$ cat config.mk
export PLATFORM = sky130hd
export DESIGN_NAME = adc_sampler
export DESIGN_NICKNAME = d
export VERILOG_FILES = /design/src/rtl/adc_sampler.sv
export SDC_FILE = /design/constraint.sdc
export NUM_CORES = 1
export LEC_CHECK = 0
export BUFFER_PORTS_ARGS = -buffer_cell sky130_fd_sc_hd__buf_2
export CORE_MARGIN = 2
export CORE_UTILIZATION = 60
export CTS_CLUSTER_SIZE = 8
export DETAILED_ROUTE_END_ITERATION = 10
export PLACE_DENSITY = 0.83
export SLEW_MARGIN = 20
export SYNTH_ARGS = -nofsm -noshare
export SYNTH_HDL_FRONTEND = slang
export SYNTH_SLANG_ARGS = --single-unit
$ cat constraint.sdc
create_clock -name clk -period 5.47 [get_ports clk]
set_clock_uncertainty 0.15 [all_clocks]
set_input_delay 0.547 -clock clk [delete_from_list [all_inputs] [get_ports clk]]
set_output_delay 0.547 -clock clk [all_outputs]
set_load 0.01 [all_outputs]
$ cat src/rtl/adc_sampler.sv
// adc_sampler: periodic ADC conversion sequencer and sample capture.
// Issues a start-of-conversion pulse every SAMPLE_PERIOD clocks and waits
// for the ADC end-of-conversion. It captures the synchronized ADC data and
// regenerates a fixed-width EOC strobe for downstream logic. A missing EOC
// within the period sets a sticky timeout flag.
//
// Ports
//   clk          : single clock, rising edge
//   reset        : synchronous, active-low
//   enable       : 1 = keep converting; 0 = stop after the current period
//   adc_din      : ADC parallel data (asynchronous)
//   adc_eoc      : ADC end-of-conversion (asynchronous, active high)
//   adc_soc      : start-of-conversion pulse, SOC_WIDTH cycles
//   sample       : last captured sample
//   sample_valid : one-cycle strobe when sample updates
//   eoc_out      : regenerated EOC, EOC_HOLD cycles per capture
//   timeout_err  : sticky conversion-timeout flag, cleared only by reset
//   sample_count : captured samples, wraps at 16 bits
module adc_sampler #(
    parameter int unsigned DATA_WIDTH_BITS = 8,
    parameter int unsigned SAMPLE_PERIOD   = 3000,
    parameter int unsigned SOC_WIDTH       = 4,
    parameter int unsigned EOC_HOLD        = 8
) (
    input  logic                       clk,
    input  logic                       reset,
    input  logic                       enable,
    input  logic [DATA_WIDTH_BITS-1:0] adc_din,
    input  logic                       adc_eoc,
    output logic                       adc_soc,
    output logic [DATA_WIDTH_BITS-1:0] sample,
    output logic                       sample_valid,
    output logic                       eoc_out,
    output logic                       timeout_err,
    output logic [15:0]                sample_count
);

    localparam int unsigned CNT_W  = 16;
    localparam int unsigned HOLD_W = $clog2(EOC_HOLD + 1);

    localparam logic [1:0] IDLE     = 2'd0;
    localparam logic [1:0] START    = 2'd1;
    localparam logic [1:0] WAIT_EOC = 2'd2;
    localparam logic [1:0] HOLD     = 2'd3;

    logic [1:0]                 state, state_next;
    logic [CNT_W-1:0]           pcnt, pcnt_next;
    logic [HOLD_W-1:0]          hold_cnt, hold_cnt_next;
    logic                       eoc_s1, eoc_s2, eoc_prev;
    logic [DATA_WIDTH_BITS-1:0] din_s1, din_s2;

    logic                       soc_next;
    logic [DATA_WIDTH_BITS-1:0] sample_next;
    logic                       sample_valid_next;
    logic                       eoc_out_next;
    logic                       timeout_next;
    logic [15:0]                count_next;

    logic eoc_rise;
    logic period_end;
    logic capture;
    logic [1:0] after_period;

    assign eoc_rise     = eoc_s2 & ~eoc_prev;
    assign period_end   = (pcnt == CNT_W'(SAMPLE_PERIOD - 1));
    assign after_period = enable ? START : IDLE;

    // Next-state and registered-output logic
    always_comb begin
        state_next        = state;
        pcnt_next         = pcnt + CNT_W'(1);
        capture           = 1'b0;
        sample_next       = sample;
        sample_valid_next = 1'b0;
        timeout_next      = timeout_err;
        count_next        = sample_count;
        eoc_out_next      = eoc_out;
        hold_cnt_next     = hold_cnt;

        case (state)
            IDLE: begin
                pcnt_next = '0;
                if (enable) begin
                    state_next = START;
                end
            end
            START: begin
                if (pcnt == CNT_W'(SOC_WIDTH - 1)) begin
                    state_next = WAIT_EOC;
                end
            end
            WAIT_EOC: begin
                // A capture on the last period cycle still counts; no timeout
                if (eoc_rise) begin
                    capture    = 1'b1;
                    state_next = period_end ? after_period : HOLD;
                end else if (period_end) begin
                    timeout_next = 1'b1;
                    state_next   = after_period;
                end
            end
            HOLD: begin
                if (period_end) begin
                    state_next = after_period;
                end
            end
            default: state_next = IDLE;
        endcase

        if (period_end || state_next == IDLE) begin
            pcnt_next = '0;
        end

        if (capture) begin
            sample_next       = din_s2;
            sample_valid_next = 1'b1;
            count_next        = sample_count + 16'd1;
        end

        // Regenerated EOC: starts with the capture, never retriggers while high
        if (capture && !eoc_out) begin
            eoc_out_next  = 1'b1;
            hold_cnt_next = HOLD_W'(EOC_HOLD - 1);
        end else if (eoc_out) begin
            if (hold_cnt == '0) begin
                eoc_out_next = 1'b0;
            end else begin
                hold_cnt_next = hold_cnt - HOLD_W'(1);
            end
        end

        soc_next = (state_next == START);
    end

    // State, synchronizers and output registers
    always_ff @(posedge clk) begin
        if (!reset) begin
            state        <= IDLE;
            pcnt         <= '0;
            hold_cnt     <= '0;
            eoc_s1       <= 1'b0;
            eoc_s2       <= 1'b0;
            eoc_prev     <= 1'b0;
            din_s1       <= '0;
            din_s2       <= '0;
            adc_soc      <= 1'b0;
            sample       <= '0;
            sample_valid <= 1'b0;
            eoc_out      <= 1'b0;
            timeout_err  <= 1'b0;
            sample_count <= '0;
        end else begin
            state        <= state_next;
            pcnt         <= pcnt_next;
            hold_cnt     <= hold_cnt_next;
            eoc_s1       <= adc_eoc;
            eoc_s2       <= eoc_s1;
            eoc_prev     <= eoc_s2;
            din_s1       <= adc_din;
            din_s2       <= din_s1;
            adc_soc      <= soc_next;
            sample       <= sample_next;
            sample_valid <= sample_valid_next;
            eoc_out      <= eoc_out_next;
            timeout_err  <= timeout_next;
            sample_count <= count_next;
        end
    end

endmodule

; Word level (Yosys, flattened, before mapping)
; Cells that the tools add are included.
[word_totals]
register_bits = 69
[classes]
add_sub_neg = 3
eq_ne = 7
mux = 16
n_reduce_logical = 12
n_bitwise = 5
[op_table]
columns = operator, n
row1 = $add A16 B1 Y16 const B, 2
row2 = $eq A16 B12 Y1 const B, 1
row3 = $eq A16 B2 Y1 const B, 1
row4 = $mux W2, 5
row5 = $mux W3, 3
row6 = $pmux W2 S4, 1
row7 = $mux W1, 7
row8 = $eq A2 B1 Y1 const B, 2
row9 = $eq A2 B2 Y1 const B, 2
row10 = $logic_not A2 Y1, 2
row11 = $logic_not A4 Y1, 1
row12 = $not A1 Y1, 4
row13 = $reduce_and A2 Y1, 2
row14 = $sub A4 B1 Y4 const B, 1
row15 = $reduce_and A3 Y1, 1
row16 = $reduce_or A3 Y1, 1
row17 = $ne A2 B2 Y1 const B, 1
row18 = $reduce_bool A2 Y1, 1
row19 = $reduce_or A2 Y1, 1
row20 = $and A1 B1 Y1, 1
row21 = $logic_and A1 B1 Y1, 1
row22 = $logic_not A1 Y1, 1
row23 = $logic_or A1 B1 Y1, 1

; Depth between registers and ports, before layout
; Gate-level depths: netlist of the first run.
[logic_depth]
depth_word = 7
depth_mapped = 7

; Worst setup path before layout of the first run
; No wires, ideal clock.
[synth_path]
path_kind = flip-flop to flip-flop
startpoint = register pcnt[0]
endpoint = register pcnt[8]
path_stages_with_launch = 8
setup_time_ps = 119
path_buffers = 2
path_slack_ps = 3692
period_less_slack_ps = 1778
arrival_time_ps = 1509
cell_sequence = dfxtp_1 ha_1 nor4b_2 and4_4 or3_1 buf_6 buf_12 nor2_4
[synth_between]
elab_chain_cells = 7
[synth_lines]
columns = item, line_no
row1 = from (decl), 47  ; logic [CNT_W-1:0] pcnt, pcnt_next;
row2 = from (signal assigned), 154  ; pcnt <= pcnt_next;
row3 = $eq A16 B12 Y1, 65  ; assign period_end = (pcnt == CNT_W'(SAMPLE_PERIOD - 1));
row4 = $mux W2 (on tied branches), "97, 103, 96"
row5 = $mux W2, 94  ; if (eoc_rise) begin
row6 = $pmux W2 S4, 80  ; case (state)
row7 = $logic_not A2 Y1, 110  ; if (period_end || state_next == IDLE) begin
row8 = $logic_or A1 B1 Y1, 110
row9 = $reduce_or A3 Y1 (no source line), n/a
; Several ways; a longest one is shown, not always the timed one.
; A chain may end at the register's enable or synchronous reset.

; Final worst setup path of the first run
[layout_path]
startpoint = register pcnt[0]
endpoint = register pcnt[3]
; Same word-level chain as after synthesis.

==> impl_results.md, run 1 <==
* Slowest cell on the critical path: or3_1
* Largest area contributor in the netlist: dfxtp_1
* Die width at 72.5 um
* Syn-to-layout area delta at 13.0%
* Post-synthesis register bit count at 69
* Worst Path Arrival at 2.54 ns
* DP Area at 3000 um2
* WS Path Type: reg2reg
* Top-level I/O count at 40
* Top cell type's share of synthesized area at 49.1%
* Vias in the first global route at 1924
* Comb pwr share at 2.6%
* Ys async rst share at 0%
* Tmin final at 2.52 ns
* Peak VDD IR at 214 uV
* Status: finished clean
* # diodes at 0
* Post-synthesis sequential area ratio at 49.1%
* Netlist Area Pre-Place at 2810 um2
* Final worst slack at 2.95 ns
* Max cap viols at 0
* EDFF count, synth at 0
* Core area at 4440 um2
* Worst R2R Setup Slack at 2.95 ns
* Min Hold Slack at 0.266 ns
* Routed Antenna Nets at 0
* Design area at 3180 um2
* Clk root buf: clkbuf_8
* Final hold vios at 0
* Critical R2R Launch: pcnt[0]
* Worst setup endpoint: pcnt[3]
* Period utilization at 46.0%
* Power per cell area at 279 nW/um2
* Final wirelength at 4.67 mm
* Total negative setup slack at 0 ns
* Initial antenna violation count at 0
* Post-layout nets at 349
* Worst Reg2Reg Path Length in Cells at 5
* Site Rows at 24
* Final Util at 71.5%
* Global Route Usage Sum at 20.0%
* R2R Path End: pcnt[3]
* Fmax at 397 MHz
* Count of cell types in the netlist at 46
* RSZ-0062 raised after global routing: no
* Clk Latency, worst-skew pair at 0.33 ns
* Vias post-DR at 2056
* Slew HR at 30.2%
* Clock Power Share at 39.4%
* Wirelength per Cell at 12.0 um
* Static Leak at 1.20 nW
* Drt first-iter violations at 63
* CTS buffer count at 9
* Syn avg cell area at 9.56 um2
* CTS hold repair buffers at 0
* Worst Path Required at 5.50 ns
* Critical path origin: pcnt[0]
* Internal at 680 uW
* Largest net degree at the start of global routing at 31
* Clk slew on worst S/H paths at 0.07 ns
* Setup Buffers After CTS at 0
* Final RePlAce weighted congestion at 0.841
* First-pass GRT wire length at 8.19 mm
* DRT Pass-1 Iters at 4
* Crit. End Element: flip-flop
* Post-place setup slack at 2.59 ns
* Final setup viols at 0
* Synth Warn # at 0
* Worst Hold Class: in2reg
* Initial Util at 63.3%
* Clock sinks at 69
* Share of layout cells above drive strength 1 at 22.2%
* Port bufs at 39
* Top FF cell, synth: dfxtp_1
* Worst-case clock buffer depth at 2
* CP max FO at 16
* Grt total ovfl at 0
* Depth of the CTS H-tree at 3
* Post-route DRC at 0
* Sequential power share at 58.0%
* Final HPWL DP at 3.22 mm
* Vias/cell at 5.27
* PostCTS Resize Cnt at 0
* Die height at 72.5 um
* Mapped Cells at 294
* Die area at 5250 um2
* Switching power at 205 uW
* Slew @ Worst Pin at 1.05 ns
* CP cell instances: ha_1 > nor4b_2 > and4_4 > or3_1 > nor2_1
* Max-slew violations at 0
* Syn Nets at 310
* Synth area leaders: dfxtp_1 (49%), xnor2_1 (6.2%), and2_1 (4.5%)
* Fill cells at 329
* CTS tree: done
* Switch share at 23.1%
* Slowest stage delay, CP at 0.80 ns
* CP Launch Type: flip-flop
==> worst min path at each step <==
stage | from | end | slack, ns | depth (start not counted)
2_1_floorplan | din_s1[0] | din_s2[0] | 0.26 | 1
3_3_place_gp | din_s1[6] | din_s2[6] | 0.26 | 1
3_5_place_dp | din_s1[6] | din_s2[6] | 0.27 | 1
4_1_cts | adc_din[6] | din_s1[6] | 0.25 | 2
5_1_grt | adc_din[6] | din_s1[6] | 0.25 | 2
6_report | adc_din[6] | din_s1[6] | 0.27 | 2
==> final cells by class <==
type | instances | area (um2) | share of cell area (%)
inverters | 10 | 37.5 | 1.18
clock inverters | 7 | 42.5 | 1.34
multi-input cells | 204 | 1330 | 41.9
clock buffers | 9 | 124 | 3.90
well taps | 52 | 65.1 | 2.05
repair buffers | 39 | 195 | 6.15
flip-flops and latches | 69 | 1380 | 43.5
==> metrics by stage <==
| step | std cells | power [mW] |
|---|---|---|
| after floorplan | 294 | 0.542 |
| after global placement | 374 | 0.547 |
| after detailed placement | 374 | 0.548 |
| after CTS | 390 | 0.893 |
| after global routing | 390 | 0.919 |
| final | 390 | 0.885 |
==> kinds of logic after synthesis <==
| kind of cell | count (synthesis) | synth area share [%] |
|---|---|---|
| flip-flops | 69 | 49.1 |
| adder cells (fa/ha/maj) | 4 | 1.78 |
| buffers and inverters | 21 | 4.09 |
| XOR/XNOR | 25 | 7.79 |
| AND/OR/NAND/NOR | 147 | 31.1 |
| multiplexers | 2 | 0.712 |
| AO/OA/AOI/OAI | 26 | 5.38 |
==> critical path: cells and delay by family, from the launching register on <==
| family | cells | cell delay [ns] |
|---|---|---|
| fa+ha+maj | 1 | 0.23 |
| flops | 1 | 0.39 |
| simple gates | 4 | 1.58 |
==> Yosys cell counts (3+ instances only) <==
cell      instances
nor3_1           11
or3_1             3
nand4_1           7
and2_1           20
and3_1            3
nor2_1           27
nand3_1          12
nand2b_1          3
dfxtp_1          69
nand2_1          30
nor2_4            8
xor2_1            5
ha_1              4
clkbuf_1          5
nor4_1            5
xnor2_1          20
a21oi_1          17
inv_1            10
==> cells in the final DEF, fill, tap and decap left out, drive strengths merged, types with 2 or more instances in the layout <==
master,synthesis,layout
a211oi,2,2
nor4,8,8
xnor2,20,20
nand4b,2,2
nand3,12,12
buf,6,39
ha,4,4
or3,3,3
or4,2,2
nor2,37,37
nand2b,3,3
mux2i,2,2
a21oi,17,17
and4,2,2
nand4,8,8
o21ai,3,3
clkbuf,5,9
inv,10,10
and2,20,20
nor3,11,11
clkinvlp,0,3
clkinv,0,4
and3,4,4
xor2,5,5
dfxtp,69,69
nand2,30,30
==> layer usage <==
metal / GRT usage (%) / share of wire (%) / routed length [um] / vias up
met1: 23.3 / 47 / 2210 / 934
li1: - / - / - / 1076
met5: 0 / 0 / 0 / -
met3: 5.69 / 4.2 / 197 / 9
met2: 33.5 / 47 / 2190 / 37
met4: 10.5 / 1.6 / 76 / 0
==> sequential cells by signal (all words and copies together), names as in the netlist <==
name and count:
timeout_err 1, eoc_out 1, hold_cnt 4, eoc_s2 1
state 2, sample_valid 1, eoc_s1 1, adc_soc 1
din_s1 8, pcnt 16, eoc_prev 1, sample_count 16
sample 8, din_s2 8
==> power by group through the flow <==
stage	Combinational (mW)	Sequential [mW]	Clock, mW
after floorplan	0.0182	0.524	0
after global placement	0.0226	0.525	0
after detailed placement	0.0234	0.525	0
after CTS	0.0236	0.513	0.357
after global routing	0.0264	0.514	0.379
final	0.0233	0.513	0.348
Power figures use the tool's default switching activity.
==> inputs of run 2 (changes only) <==
--- a/config.mk
+++ b/config.mk
@@ -5,12 +5,13 @@
 export SDC_FILE = /design/constraint.sdc
 export NUM_CORES = 1
 export LEC_CHECK = 0
+export ABC_AREA = 1
 export BUFFER_PORTS_ARGS = -buffer_cell sky130_fd_sc_hd__buf_2
 export CORE_MARGIN = 2
-export CORE_UTILIZATION = 60
+export CORE_UTILIZATION = 56
 export CTS_CLUSTER_SIZE = 8
 export DETAILED_ROUTE_END_ITERATION = 10
-export PLACE_DENSITY = 0.83
+export PLACE_DENSITY = 0.78
 export SLEW_MARGIN = 20
 export SYNTH_ARGS = -nofsm -noshare
 export SYNTH_HDL_FRONTEND = slang
==> constraint.sdc (replaced) <==
create_clock -name clk -period 2.5 [get_ports clk]
set_clock_uncertainty 0.15 [all_clocks]
set_input_delay 0.25 -clock clk [delete_from_list [all_inputs] [get_ports clk]]
set_output_delay 0.25 -clock clk [all_outputs]
set_load 0.01 [all_outputs]
==> run 2 against run 1 <==
- die area rose by 11%
- sequential share of layout area is 3.3 points lower
- combinational power increased to 2.8 times the previous value
- global-route usage is 0.62 points higher
- critical endpoint is now sample_count[12]
==> impl_results.md, run 2 <==
* Status: finished clean
* Clock sinks at 69
* Synth Warn # at 0
* Post-layout nets at 483
* Setup Buffers After CTS at 0
* Final HPWL DP at 3.83 mm
* CTS hold repair buffers at 9
* Largest area contributor in the netlist: dfxtp_1
* Grt total ovfl at 0
* EDFF count, synth at 0
* Tmin final at 1.94 ns
* Final RePlAce weighted congestion at 0.889
* Synth area leaders: dfxtp_1 (47%), nand2_1 (13%), nor2_1 (9.6%)
* Top cell type's share of synthesized area at 47.2%
* Top FF cell, synth: dfxtp_1
* Wirelength per Cell at 10.3 um
* Syn avg cell area at 7.03 um2
* Total negative setup slack at 0 ns
* Peak VDD IR at 446 uV
* Netlist Area Pre-Place at 2930 um2
* Global Route Usage Sum at 20.7%
* Final hold vios at 0
* Clk slew on worst S/H paths at 0.08 ns
* Top-count cell post-synth: nand2_1
* Commonest cells after routing, fill and taps aside: nand2_1 (100), nor2_1 (75), dfxtp_1 (69)
* # diodes at 0
* Slew @ Worst Pin at 0.681 ns
* DRT Pass-1 Iters at 4
* Hold Path Cell Cnt at 5
* Slew HR at 54.4%
* Count of cell types in the netlist at 28
* Largest net degree at the start of global routing at 32
* Ys async rst share at 0%
* Syn-to-layout area delta at 17.5%
* Cell Count, Final, Fillers Out at 542
* CP Launch Type: flip-flop
* Depth of the CTS H-tree at 3
* Initial Util at 57.7%
* Routed Antenna Nets at 0
* Post-synthesis sequential area ratio at 47.2%
* Share of layout cells above drive strength 1 at 14.2%
* Post-route DRC at 0
* Max cap viols at 0
* Core area at 5070 um2
* CTS buffer count at 9
* Most common cell after layout, fill and taps aside: nand2_1
* Max-slew violations at 0
* Slowest cell on the critical path: dfxtp_1
* Power per cell area at 584 nW/um2
* Port bufs at 39
* PostCTS Resize Cnt at 0
* Final setup viols at 0
* Die height at 76.3 um
* Worst Path Required at 2.59 ns
* Syn Nets at 432
* Slowest stage delay, CP at 0.40 ns
* Clk root buf: clkbuf_8
* WS Path Type: reg2reg
* Final wirelength at 5.57 mm
* Critical R2R Launch: state[1]
* Die area at 5820 um2
* Hold path endpoint: state[0]
* CP cell instances: inv_2 > nor2_2 > nand2_2 > inv_2 > nand4_1 > nor2_1 > nand2_1 > nand2_1 > nor2_1
* R2R Path End: sample_count[12]
* Crit. End Element: flip-flop
* Fmax at 517 MHz
* Vias in the first global route at 2307
* Period utilization at 77.4%
* Vias/cell at 4.82
* Site Rows at 26
* Mapped Cells at 416
* Drt first-iter violations at 145
* Static Leak at 1.53 nW
* Vias post-DR at 2611
* Die width at 76.3 um
* Commonest cells in the netlist: nand2_1 (100), nor2_1 (75), dfxtp_1 (69)
* First-pass GRT wire length at 9.75 mm
* CP max FO at 20
* RSZ-0062 raised after global routing: no
* Placed Cells at 517
* Clk Latency, worst-skew pair at 0.33 ns
* Worst Reg2Reg Path Length in Cells at 9
* Post-synthesis register bit count at 69
* Worst Hold Class: in2reg
* Top-level I/O count at 40
* Initial antenna violation count at 0
* Worst-case clock buffer depth at 2
* CTS tree: done
* Worst R2R Setup Slack at 0.56 ns
* Worst Path Arrival at 2.02 ns
* Largest registers: pcnt x16, sample_count x16
* Hold_sp: enable
[run 2: changes by cell type after synthesis, moves of 18 or more]
cell	before	now
nand2_1	30	100
o21ai_0	1	20
nor2_1	27	75
and2_1	20	0
xnor2_1	20	2
inv_1	10	56
[run 2: logic make-up (layout without fill, tap and decap cells)]
| family | count (synthesis) | in the layout | synth area share [%] |
|---|---|---|---|
| and+or+nand+nor | 221 | 221 | 31.5 |
| xor gates and xnor gates | 5 | 5 | 1.50 |
| buffers and inverters | 68 | 124 | 9.36 |
| DFF | 69 | 69 | 47.2 |
| AOI/OAI and AO/OA | 49 | 49 | 8.72 |
| adders and majority gates | 4 | 4 | 1.71 |
[run 2: worst max-delay path by stage]
stage / slack [ns] / start / end / depth (start not counted)
CTS: 0.60 / state[1] / sample_count[12] / 9
global placement: 0.67 / state[1] / sample_count[12] / 9
finish: 0.56 / state[1] / sample_count[12] / 9
floorplan: 0.99 / sample_count[0] / sample_count[12] / 8
global route: 0.33 / state[1] / sample_count[12] / 9
detailed placement: 0.60 / state[1] / sample_count[12] / 9
[run 2: layout make-up]
class / count / area, um2
flip-flops and latches: 69 / 1380
well taps: 70 / 87.6
multi-input cells: 279 / 1270
clock inverters: 6 / 47.5
inverters: 59 / 221
clock buffers: 10 / 138
fillers: 452 / 1640
repair buffers: 49 / 293
[run 2: per-stage QoR]
step / utilization (%) / power, mW / worst slack, ns / hold slack, ns / area, um2
after detailed placement: 62.4 / 1.20 / 0.601 / 0.245 / 3160
after global routing: 67.8 / 2.09 / 0.328 / 0.140 / 3440
after floorplan: - / 1.18 / 0.986 / 0.198 / 2930
final: 67.8 / 2.01 / 0.565 / 0.0869 / 3440
after CTS: 67.8 / 2.03 / 0.602 / 0.0710 / 3440
after global placement: 62.4 / 1.20 / 0.672 / 0.243 / 3160
[run 2: metal layers]
| layer | track usage [%] | vias up | part of all wire [%] |
|---|---|---|---|
| li1 | - | 1399 | - |
| met3 | 5.33 | 9 | 4.2 |
| met2 | 32.8 | 53 | 46 |
| met4 | 10.5 | 0 | 1.9 |
| met5 | 0 | - | 0 |
| met1 | 26.0 | 1150 | 48 |
[run 2: report_power, final]
group	switching [mW]	internal, mW	leakage, nW
Clock	0.427	0.393	0.0928
Combinational	0.0358	0.0286	0.877
Sequential	0.00668	1.12	0.560
Total	0.469	1.54	1.53
[run 2: worst max-delay path, delay by kind of cell, from the launching register on]
| kind | cells | cell delay (ns) |
|---|---|---|
| AND/OR/NAND/NOR | 7 | 0.88 |
| buffers and inverters | 2 | 0.41 |
| flip-flops | 1 | 0.40 |
